$ cat config.mk
export PLATFORM = sky130hd
export DESIGN_NAME = vga_scanout
export DESIGN_NICKNAME = d
export VERILOG_FILES = /design/src/rtl/vga_pkg.sv /design/src/rtl/vga_axis_counter.sv /design/src/rtl/vga_scanout.sv
export SDC_FILE = /design/constraint.sdc
export NUM_CORES = 1
export LEC_CHECK = 0
export ABC_CLOCK_PERIOD_IN_PS = 3050
export CAP_MARGIN = 20
export CORE_MARGIN = 2
export CORE_UTILIZATION = 45
export CTS_BUF_LIST = sky130_fd_sc_hd__clkbuf_2 sky130_fd_sc_hd__clkbuf_4 sky130_fd_sc_hd__clkbuf_8
export DETAILED_ROUTE_END_ITERATION = 10
export PLACE_DENSITY = 0.76
export SETUP_SLACK_MARGIN = 0.5
export SYNTH_ARGS = -nofsm -noshare
export SYNTH_HDL_FRONTEND = slang
export SYNTH_SLANG_ARGS = --single-unit
$ cat constraint.sdc
create_clock -name i_clk -period 3.05 [get_ports i_clk]
set_input_delay 0.61 -clock i_clk [delete_from_list [all_inputs] [get_ports i_clk]]
set_output_delay 0.61 -clock i_clk [all_outputs]
set_load 0.02 [all_outputs]
$ cat src/rtl/vga_pkg.sv
// Shared VGA types, default 640x480@60 timing and the frame-address helper.
// The read-side scanout and its axis counters import this package.
package vga_pkg;

  typedef struct packed {
    logic [3:0] r;
    logic [3:0] g;
    logic [3:0] b;
  } vga_color_t;

  localparam int unsigned DEF_H_ACTIVE = 640;
  localparam int unsigned DEF_H_FP     = 16;
  localparam int unsigned DEF_H_SYNC   = 96;
  localparam int unsigned DEF_H_BP     = 48;
  localparam int unsigned DEF_V_ACTIVE = 480;
  localparam int unsigned DEF_V_FP     = 10;
  localparam int unsigned DEF_V_SYNC   = 2;
  localparam int unsigned DEF_V_BP     = 33;

  localparam int unsigned H_TOTAL      = DEF_H_ACTIVE + DEF_H_FP + DEF_H_SYNC + DEF_H_BP;
  localparam int unsigned V_TOTAL      = DEF_V_ACTIVE + DEF_V_FP + DEF_V_SYNC + DEF_V_BP;
  localparam int unsigned H_SYNC_START = DEF_H_ACTIVE + DEF_H_FP;
  localparam int unsigned H_SYNC_END   = H_SYNC_START + DEF_H_SYNC;
  localparam int unsigned V_SYNC_START = DEF_V_ACTIVE + DEF_V_FP;
  localparam int unsigned V_SYNC_END   = V_SYNC_START + DEF_V_SYNC;

  // Clamp into the active area before downscaling so blanking never addresses past the frame.
  function automatic logic [7:0] frame_coord(input int unsigned cnt, input int unsigned active,
                                             input int unsigned shift);
    int unsigned clamped;
    clamped = (cnt < active) ? cnt : active - 1;
    return 8'(clamped >> shift);
  endfunction

endpackage

$ cat src/rtl/vga_axis_counter.sv
// One raster axis: wrapping position counter plus active-area and sync-window decode.
// o_wrap flags the terminal count, i.e. the next enabled step returns to 0.
module vga_axis_counter #(
  parameter int unsigned ACTIVE = 640,
  parameter int unsigned FP     = 16,
  parameter int unsigned SYNC   = 96,
  parameter int unsigned BP     = 48,
  parameter int unsigned CNT_W  = $clog2(ACTIVE + FP + SYNC + BP)
) (
  input  logic             i_clk,
  input  logic             i_reset,
  input  logic             i_en,
  output logic [CNT_W-1:0] o_cnt,
  output logic             o_wrap,
  output logic             o_active,
  output logic             o_sync_n
);

  localparam int unsigned TOTAL = ACTIVE + FP + SYNC + BP;

  always_ff @(posedge i_clk) begin
    if (i_reset) begin
      o_cnt <= '0;
    end else if (i_en) begin
      o_cnt <= o_wrap ? '0 : o_cnt + CNT_W'(1);
    end
  end

  always_comb begin
    o_wrap   = (32'(o_cnt) == TOTAL - 1);
    o_active = (32'(o_cnt) < ACTIVE);
    o_sync_n = !((32'(o_cnt) >= ACTIVE + FP) && (32'(o_cnt) < ACTIVE + FP + SYNC));
  end

endmodule

$ cat src/rtl/vga_scanout.sv
// Front-buffer read side: pixel-tick divider, raster counters, clamped frame address
// and the aligned sync/DE/colour output registers.
module vga_scanout
  import vga_pkg::*;
#(
  parameter int unsigned CLK_DIV     = 2,
  parameter int unsigned RD_LAT      = 1,
  parameter int unsigned SCALE_SHIFT = 2,
  parameter int unsigned H_ACTIVE    = DEF_H_ACTIVE,
  parameter int unsigned H_FP        = DEF_H_FP,
  parameter int unsigned H_SYNC      = DEF_H_SYNC,
  parameter int unsigned H_BP        = DEF_H_BP,
  parameter int unsigned V_ACTIVE    = DEF_V_ACTIVE,
  parameter int unsigned V_FP        = DEF_V_FP,
  parameter int unsigned V_SYNC      = DEF_V_SYNC,
  parameter int unsigned V_BP        = DEF_V_BP
) (
  input  logic       i_clk,
  input  logic       i_reset,
  input  vga_color_t i_color,
  output logic [7:0] o_pxlX,
  output logic [7:0] o_pxlY,
  output logic       o_hsync,
  output logic       o_vsync,
  output logic       o_de,
  output vga_color_t o_color,
  output logic       o_vblank,
  output logic       o_frame_start
);

  localparam int unsigned PIX_W = (CLK_DIV > 1) ? $clog2(CLK_DIV) : 1;
  localparam int unsigned H_W   = $clog2(H_ACTIVE + H_FP + H_SYNC + H_BP);
  localparam int unsigned V_W   = $clog2(V_ACTIVE + V_FP + V_SYNC + V_BP);

  // The sample tick must see data that has settled behind the address change.
  if (CLK_DIV == 0 || RD_LAT + 1 > CLK_DIV) begin : g_bad_rd_lat
    $error("vga_scanout: RD_LAT (%0d) must not exceed CLK_DIV-1 (CLK_DIV=%0d)", RD_LAT, CLK_DIV);
  end

  logic [PIX_W-1:0] pix_cnt;
  logic             tick;
  logic [H_W-1:0]   h_cnt, h_next;
  logic [V_W-1:0]   v_cnt, v_next;
  logic             h_wrap, h_active, h_sync_n;
  logic             v_wrap, v_active, v_sync_n;
  logic             v_en, visible;

  assign tick = (32'(pix_cnt) == CLK_DIV - 1);
  assign v_en = tick && h_wrap;

  always_ff @(posedge i_clk) begin
    if (i_reset) begin
      pix_cnt <= '0;
    end else begin
      pix_cnt <= tick ? '0 : pix_cnt + PIX_W'(1);
    end
  end

  vga_axis_counter #(
    .ACTIVE(H_ACTIVE),
    .FP    (H_FP),
    .SYNC  (H_SYNC),
    .BP    (H_BP),
    .CNT_W (H_W)
  ) u_h_axis (
    .i_clk   (i_clk),
    .i_reset (i_reset),
    .i_en    (tick),
    .o_cnt   (h_cnt),
    .o_wrap  (h_wrap),
    .o_active(h_active),
    .o_sync_n(h_sync_n)
  );

  vga_axis_counter #(
    .ACTIVE(V_ACTIVE),
    .FP    (V_FP),
    .SYNC  (V_SYNC),
    .BP    (V_BP),
    .CNT_W (V_W)
  ) u_v_axis (
    .i_clk   (i_clk),
    .i_reset (i_reset),
    .i_en    (v_en),
    .o_cnt   (v_cnt),
    .o_wrap  (v_wrap),
    .o_active(v_active),
    .o_sync_n(v_sync_n)
  );

  // The address is loaded from the counters' next values so it changes together with them.
  always_comb begin
    h_next  = h_wrap ? '0 : h_cnt + H_W'(1);
    v_next  = v_cnt;
    if (h_wrap) begin
      v_next = v_wrap ? '0 : v_cnt + V_W'(1);
    end
    visible = h_active && v_active;
  end

  always_ff @(posedge i_clk) begin
    if (i_reset) begin
      o_pxlX <= '0;
      o_pxlY <= '0;
    end else if (tick) begin
      o_pxlX <= frame_coord(32'(h_next), H_ACTIVE, SCALE_SHIFT);
      o_pxlY <= frame_coord(32'(v_next), V_ACTIVE, SCALE_SHIFT);
    end
  end

  always_ff @(posedge i_clk) begin
    if (i_reset) begin
      o_hsync       <= 1'b1;
      o_vsync       <= 1'b1;
      o_de          <= 1'b0;
      o_color       <= '0;
      o_vblank      <= 1'b0;
      o_frame_start <= 1'b0;
    end else begin
      o_frame_start <= tick && h_wrap && v_wrap;
      if (tick) begin
        o_de     <= visible;
        o_hsync  <= h_sync_n;
        o_vsync  <= v_sync_n;
        o_vblank <= !v_active;
        o_color  <= visible ? i_color : '0;
      end
    end
  end

endmodule

==> impl_metrics.tcl, run 1 <==
set metrics [dict create \
    crit_path_start_kind "flip-flop" \
    r2r-start "u_h_axis.o_cnt[0]" \
    postRouteWirelength_um 5580 \
    yosysSeqAreaShare 0.429 \
    cts_resized 0 \
    track_usage 0.197 \
    io_buffers 46 \
    die_x_um 78.8 \
    tightest_slew_ns 0.660 \
    viasPerCell 5.55 \
    ys_types 49 \
    wl_per_cell_um 13.8 \
    routed-via-count 2237 \
    critical-path-top-delay-family "compound AO/OA/AOI/OAI gates" \
    area_growth_pct 23.4 \
    synth_area_leaders "dfxtp_1 43%, nor2_1 5.7%, a22o_1 4.9%" \
    setup_viol 0 \
    core_area_sq_mm 0.00544 \
    place_hpwl_um 3810 \
    grt_overflow 0 \
    vdd_drop_max_uv 206 \
    rsz0062_at_grt "no" \
    drv_cap 0 \
    cts_tree "yes" \
    syn_inst 296 \
    cp_slowest_cell "a221oi_2" \
    min_from "o_de" \
    slew_headroom 0.560 \
    place.gp.congestion 0.843 \
    ys_seq_elements 54 \
    h-tree-depth 2 \
    grt_pass1_wl_um 9830 \
    clk_latency_ns 0.31 \
    fin_hold_ws_ns 0.465 \
    path_class "reg -> reg" \
    cts_hold_buf 0 \
    hold_class "reg -> reg" \
    diodes 0 \
    endpoint_kind "flip-flop" \
    cp-startpoint "u_h_axis.o_cnt[0]" \
    grt_pass1_vias 2077 \
    nets 349 \
    setup_tns_ns 0 \
    cts_root_buf "clkbuf_8" \
    arrival_ns 2.54 \
    status "finished clean" \
    post-synth-top-count-cell "dfxtp_1" \
    drtIter0Drc 159 \
    crit_path_max_fanout 6 \
    max_stage_delay_ns 0.44 \
    route.detailed.drc 0 \
    ant_nets 0 \
    timing.final.max_slew_violations 0 \
    totalPowerFinal_mw 1.32 \
    synth_top_area_share 0.429 \
    ys_dominant_reg_cell "dfxtp_1" \
    post_cts_buffers 0 \
    die_h_um 78.8 \
    fmax_ghz 0.425 \
    cp.required_ns 3.24 \
    yosysTopAreaCell "dfxtp_1" \
    design.die.area_sq_mm 0.00621 \
    power_density_mw_per_mm2 425 \
    clock-sinks 54 \
    crit_chain "ha_1, nand3_2, or3_1, a311o_1, a221oi_2, a211oi_1" \
    fin_crit_sh 0.771 \
    cts_inserted_buffers 5 \
    synth.top_cells.by_count "54 x dfxtp_1, 38 x nor2_1, 23 x nand2_1" \
    grt_start_max_net_pins 35 \
    post_dp_cell_area_sq_mm 0.00300 \
    cts.reportedPaths.clkPinSlew_ns 0.10 \
    async_flop_share 0 \
    layout_min_cycle_time_ns 2.35 \
    skew_ns 0.0113 \
    cellLeakagePower_nw 1.06 \
    io_pins 47 \
    clk_path_buf_depth 2 \
    cp.buffers_inverters 0 \
    final_design_area_no_fill_sq_mm 0.00311 \
    first_pass_iters 4 \
    grt_antenna_before_repair 0 \
    synth_edf_count 0 \
    drive_above_1_share 0.0544 \
    hold_viol_final 0 \
    avgSynthCellArea_sq_um 8.50 \
    rows 27 \
    synth_nets 315 \
    synth-warning-count 0 \
    syn-cell-area_sq_mm 0.00252 \
    start_util 0.463 \
]
-- sequential cells by signal (all words and copies together), names as in the netlist --
register        flops
o_hsync             1
o_color            12
o_vsync             1
pix_cnt             1
o_de                1
u_h_axis.o_cnt     10
u_v_axis.o_cnt     10
o_frame_start       1
o_pxlX              8
o_vblank            1
o_pxlY              8
-- layout by cell type, fill, tap and decap left out, types with 3 or more instances in the layout --
master / count
ha_1: 5
xor2_1: 8
nand3_1: 11
a21oi_1: 15
inv_1: 7
clkdlybuf4s50_1: 46
nor2_1: 38
nor3_1: 8
dfxtp_1: 54
a22o_1: 14
xnor2_1: 9
nand2_1: 23
a211oi_1: 11
or3_1: 5
buf_4: 6
o21ai_0: 17
clkbuf_8: 5
and3_1: 5
nand4_1: 3
-- area by class of cell --
cell class,instances,area [sq um]
Fill cell,497,2330
Multi-Input combinational cell,210,1310
Sequential cell,54,1080
Timing Repair Buffer,52,505
Tap cell,72,90.1
Clock buffer,5,68.8
Clock inverter,3,26.3
Inverter,7,26.3
-- metrics by stage --
step                       util  std cells  worst slack (ns)
after floorplan               -        296             0.834
after global placement    0.551        394             0.777
after detailed placement  0.551        394             0.707
after CTS                 0.569        402             0.690
after global routing      0.571        403             0.526
final                     0.571        403             0.699
-- routing by layer --
metal | track usage | up-vias | part of all wire
met5 | 0 | - | 0
li1 | - | 1126 | -
met1 | 0.266 | 1049 | 0.48
met3 | 0.0432 | 5 | 0.059
met2 | 0.311 | 57 | 0.45
met4 | 0.0667 | 0 | 0.012
-- worst paths after layout --
check	endpoint	slack [ns]	cells after the start
setup / recovery	o_pxlX[0]	0.70	6
hold / removal	o_de	0.47	1
setup reg to reg	o_pxlX[0]	0.70	6
hold reg to reg	o_de	0.47	1
-- worst reg2reg max path, stage by stage (launching register included) --
cell	delay (ns)
dfxtp_1	0.42
ha_1	0.27
nand3_2	0.16
or3_1	0.42
a311o_1	0.38
a221oi_2	0.44
a211oi_1	0.13
-- cell families after synthesis --
kind of cell | Yosys count | synth area share
fa+ha+maj | 5 | 0.0249
compound gates | 75 | 0.208
simple gates | 112 | 0.222
buf+inv | 32 | 0.0527
flops | 54 | 0.429
mux | 1 | 0.00398
xor+xnor | 17 | 0.0591
-- report_power, final --
part | total, mW | internal (mW) | switching [mW]
registers | 0.746 | 0.730 | 0.0155
clock network | 0.417 | 0.169 | 0.247
logic | 0.156 | 0.0753 | 0.0809
(Power assumes the default switching activity.)
==> run 2: changes to the inputs <==
Settings changed: ABC_CLOCK_PERIOD_IN_PS 3050 to 2100, PLACE_DENSITY 0.76 to 0.79.
Clock period 3.05 ns to 2.1 ns, I/O delays scaled along.
==> impl_metrics.tcl, run 2 (same netlist as run 1, synthesis figures left out) <==
set metrics [dict create \
    status "finished clean" \
    clock-sinks 54 \
    slew_headroom 0.544 \
    drv_cap 0 \
    grt_pass1_vias 2407 \
    power_density_mw_per_mm2 529 \
    sw_frac_of_total 0.278 \
    r2r_cells 6 \
    core_area_sq_mm 0.00544 \
    largest_reg_flops 12 \
    design.die.area_sq_mm 0.00621 \
    reg_top3 "o_color (12), u_h_axis.o_cnt (10), u_v_axis.o_cnt (10)" \
    crit_path_max_fanout 3 \
    timing.final.max_slew_violations 0 \
    io_pins 47 \
    r2r-start "u_h_axis.o_cnt[0]" \
    layout_min_cycle_time_ns 2.04 \
    diodes 0 \
    nets 382 \
    critPathCapture "u_v_axis.o_cnt[4]" \
    cts_root_buf "clkbuf_8" \
    gr-usage-met2 0.387 \
    cts_inserted_buffers 5 \
    crit_path_start_kind "flip-flop" \
    post_dp_cell_area_sq_mm 0.00312 \
    place_hpwl_um 4050 \
    grt_overflow 0 \
    hold_viol_final 0 \
    globalRouteMet3Util 0.0591 \
    reg2reg_slack_ns 0.06 \
    power.internal_mw 1.41 \
    grt_start_max_net_pins 35 \
    route.detailed.drc 0 \
    cp_slowest_cell "or4_4" \
    grt_antenna_before_repair 0 \
    drive_above_1_share 0.280 \
    p_comb_frac 0.126 \
    hold_class "reg -> reg" \
    grt_pass1_wl_um 11800 \
    met1_usage 0.305 \
    fmax_ghz 0.491 \
    cp-startpoint "u_h_axis.o_cnt[0]" \
    cts_hold_buf 0 \
    place.gp.congestion 0.902 \
    postRouteWirelength_um 8230 \
    gr-max-usage-layer "met2" \
    skew_ns 0.00646 \
    regMostFlops "o_color" \
    cp.required_ns 2.34 \
    die_h_um 78.8 \
    crit_chain "ha_4, nand3_4, buf_6, or4_4, or4_4, a21oi_1" \
    io_buffers 46 \
    final_design_area_no_fill_sq_mm 0.00368 \
    power_frac_seq 0.553 \
    wl_per_cell_um 18.9 \
    cts.reportedPaths.clkPinSlew_ns 0.10 \
    setup_tns_ns 0 \
    ant_nets 0 \
    path_class "reg -> reg" \
    tightest_slew_ns 0.683 \
    h-tree-depth 2 \
    track_usage 0.241 \
    fin_crit_sh 0.970 \
    clk_latency_ns 0.32 \
    power_frac_clock 0.321 \
    p_sw_mw 0.542 \
    n_fill_cell 386 \
    setup_viol 0 \
    cellLeakagePower_nw 1.45 \
    arrival_ns 2.28 \
    first_pass_iters 5 \
    drtIter0Drc 368 \
    crit_top_cell "or4_4" \
    clk_path_buf_depth 2 \
    vdd_drop_max_uv 288 \
    max_stage_delay_ns 0.55 \
    endpoint_kind "flip-flop" \
    r2r-end "u_v_axis.o_cnt[4]" \
    viasPerCell 6.08 \
    die_x_um 78.8 \
    start_util 0.463 \
    layout_common_cells "43 x dfxtp_1, 35 x nor2_1, 33 x dlygate4sd2_1, 27 x buf_4, 22 x nand2_1" \
    rsz0062_at_grt "yes" \
    routed-via-count 2652 \
    cts_tree "yes" \
    layout_commonest_cell "dfxtp_1" \
    rows 27 \
    area_growth_pct 46.3 \
]
[run 2: changes by cell type in the layout (fill, tap and decap cells not counted), moves of 7 or more]
cell,change
dfxtp_1,-11
dfxtp_2,+8
buf_4,+21
buf_6,+8
dlygate4sd2_1,+33
clkdlybuf4s50_1,-33
o21ai_0,-7
[run 2: layout make-up]
cell class / instances / area, sq um / area share
inverters: 7 / 26.3 / 0.00713
well taps: 72 / 90.1 / 0.0245
repair buffers: 85 / 807 / 0.219
clock buffers: 5 / 68.8 / 0.0187
clock inverters: 3 / 28.8 / 0.00781
flip-flops and latches: 54 / 1100 / 0.299
multi-input cells: 210 / 1560 / 0.424
[run 2: worst max-delay path, delay by kind of cell (launching register included)]
| kind | cells | cell delay, ns |
|---|---|---|
| and+or+nand+nor | 3 | 1.13 |
| DFF | 1 | 0.38 |
| buffers and inverters | 1 | 0.13 |
| AOI/OAI and AO/OA | 1 | 0.16 |
| adders and majority gates | 1 | 0.16 |
[run 2: repair_timing]
item | 4_1_cts | 5_1_grt
setup buffers | 15 | 6
pin swaps | 19 | 12
gates resized for setup | 85 | 24
gates cloned | 2 | 0
endpoints found under the setup margin | 75 | 43
[run 2: metal layers]
layer	share of wire	vias up
met5	0	-
met4	0.039	0
met3	0.099	39
met2	0.46	192
met1	0.40	1229
li1	-	1192
[run 2: power by group through the flow]
| stage | Combinational, mW | Clock (mW) | Sequential, mW |
|---|---|---|---|
| 3_5_place_dp | 0.236 | 0 | 1.11 |
| 2_1_floorplan | 0.0846 | 0 | 1.14 |
| 3_3_place_gp | 0.233 | 0 | 1.11 |
| 4_1_cts | 0.234 | 0.633 | 1.08 |
| 6_report | 0.246 | 0.626 | 1.08 |
| 5_1_grt | 0.264 | 0.671 | 1.08 |
[run 2: worst min-delay path by stage]
stage | endpoint | start | cells past startpoint | slack [ns]
3_5_place_dp | o_de | o_de | 1 | 0.45
5_1_grt | o_color[11] | o_color[11] | 1 | 0.50
2_1_floorplan | u_v_axis.o_cnt[0] | u_v_axis.o_cnt[0] | 2 | 0.47
4_1_cts | o_de | o_de | 1 | 0.47
3_3_place_gp | o_de | o_de | 1 | 0.44
6_report | o_pxlY[3] | o_pxlY[3] | 1 | 0.48
[run 2: metrics by stage]
step	utilization	hold slack (ns)	setup WS, ns	cells	total power [mW]
finish	0.677	0.476	0.0636	436	1.95
global route	0.677	0.496	0.0233	436	2.02
CTS	0.653	0.470	0.146	430	1.94
detailed placement	0.573	0.449	0.0216	405	1.34
global placement	0.573	0.440	0.0968	405	1.34
floorplan	-	0.466	0.0925	296	1.23
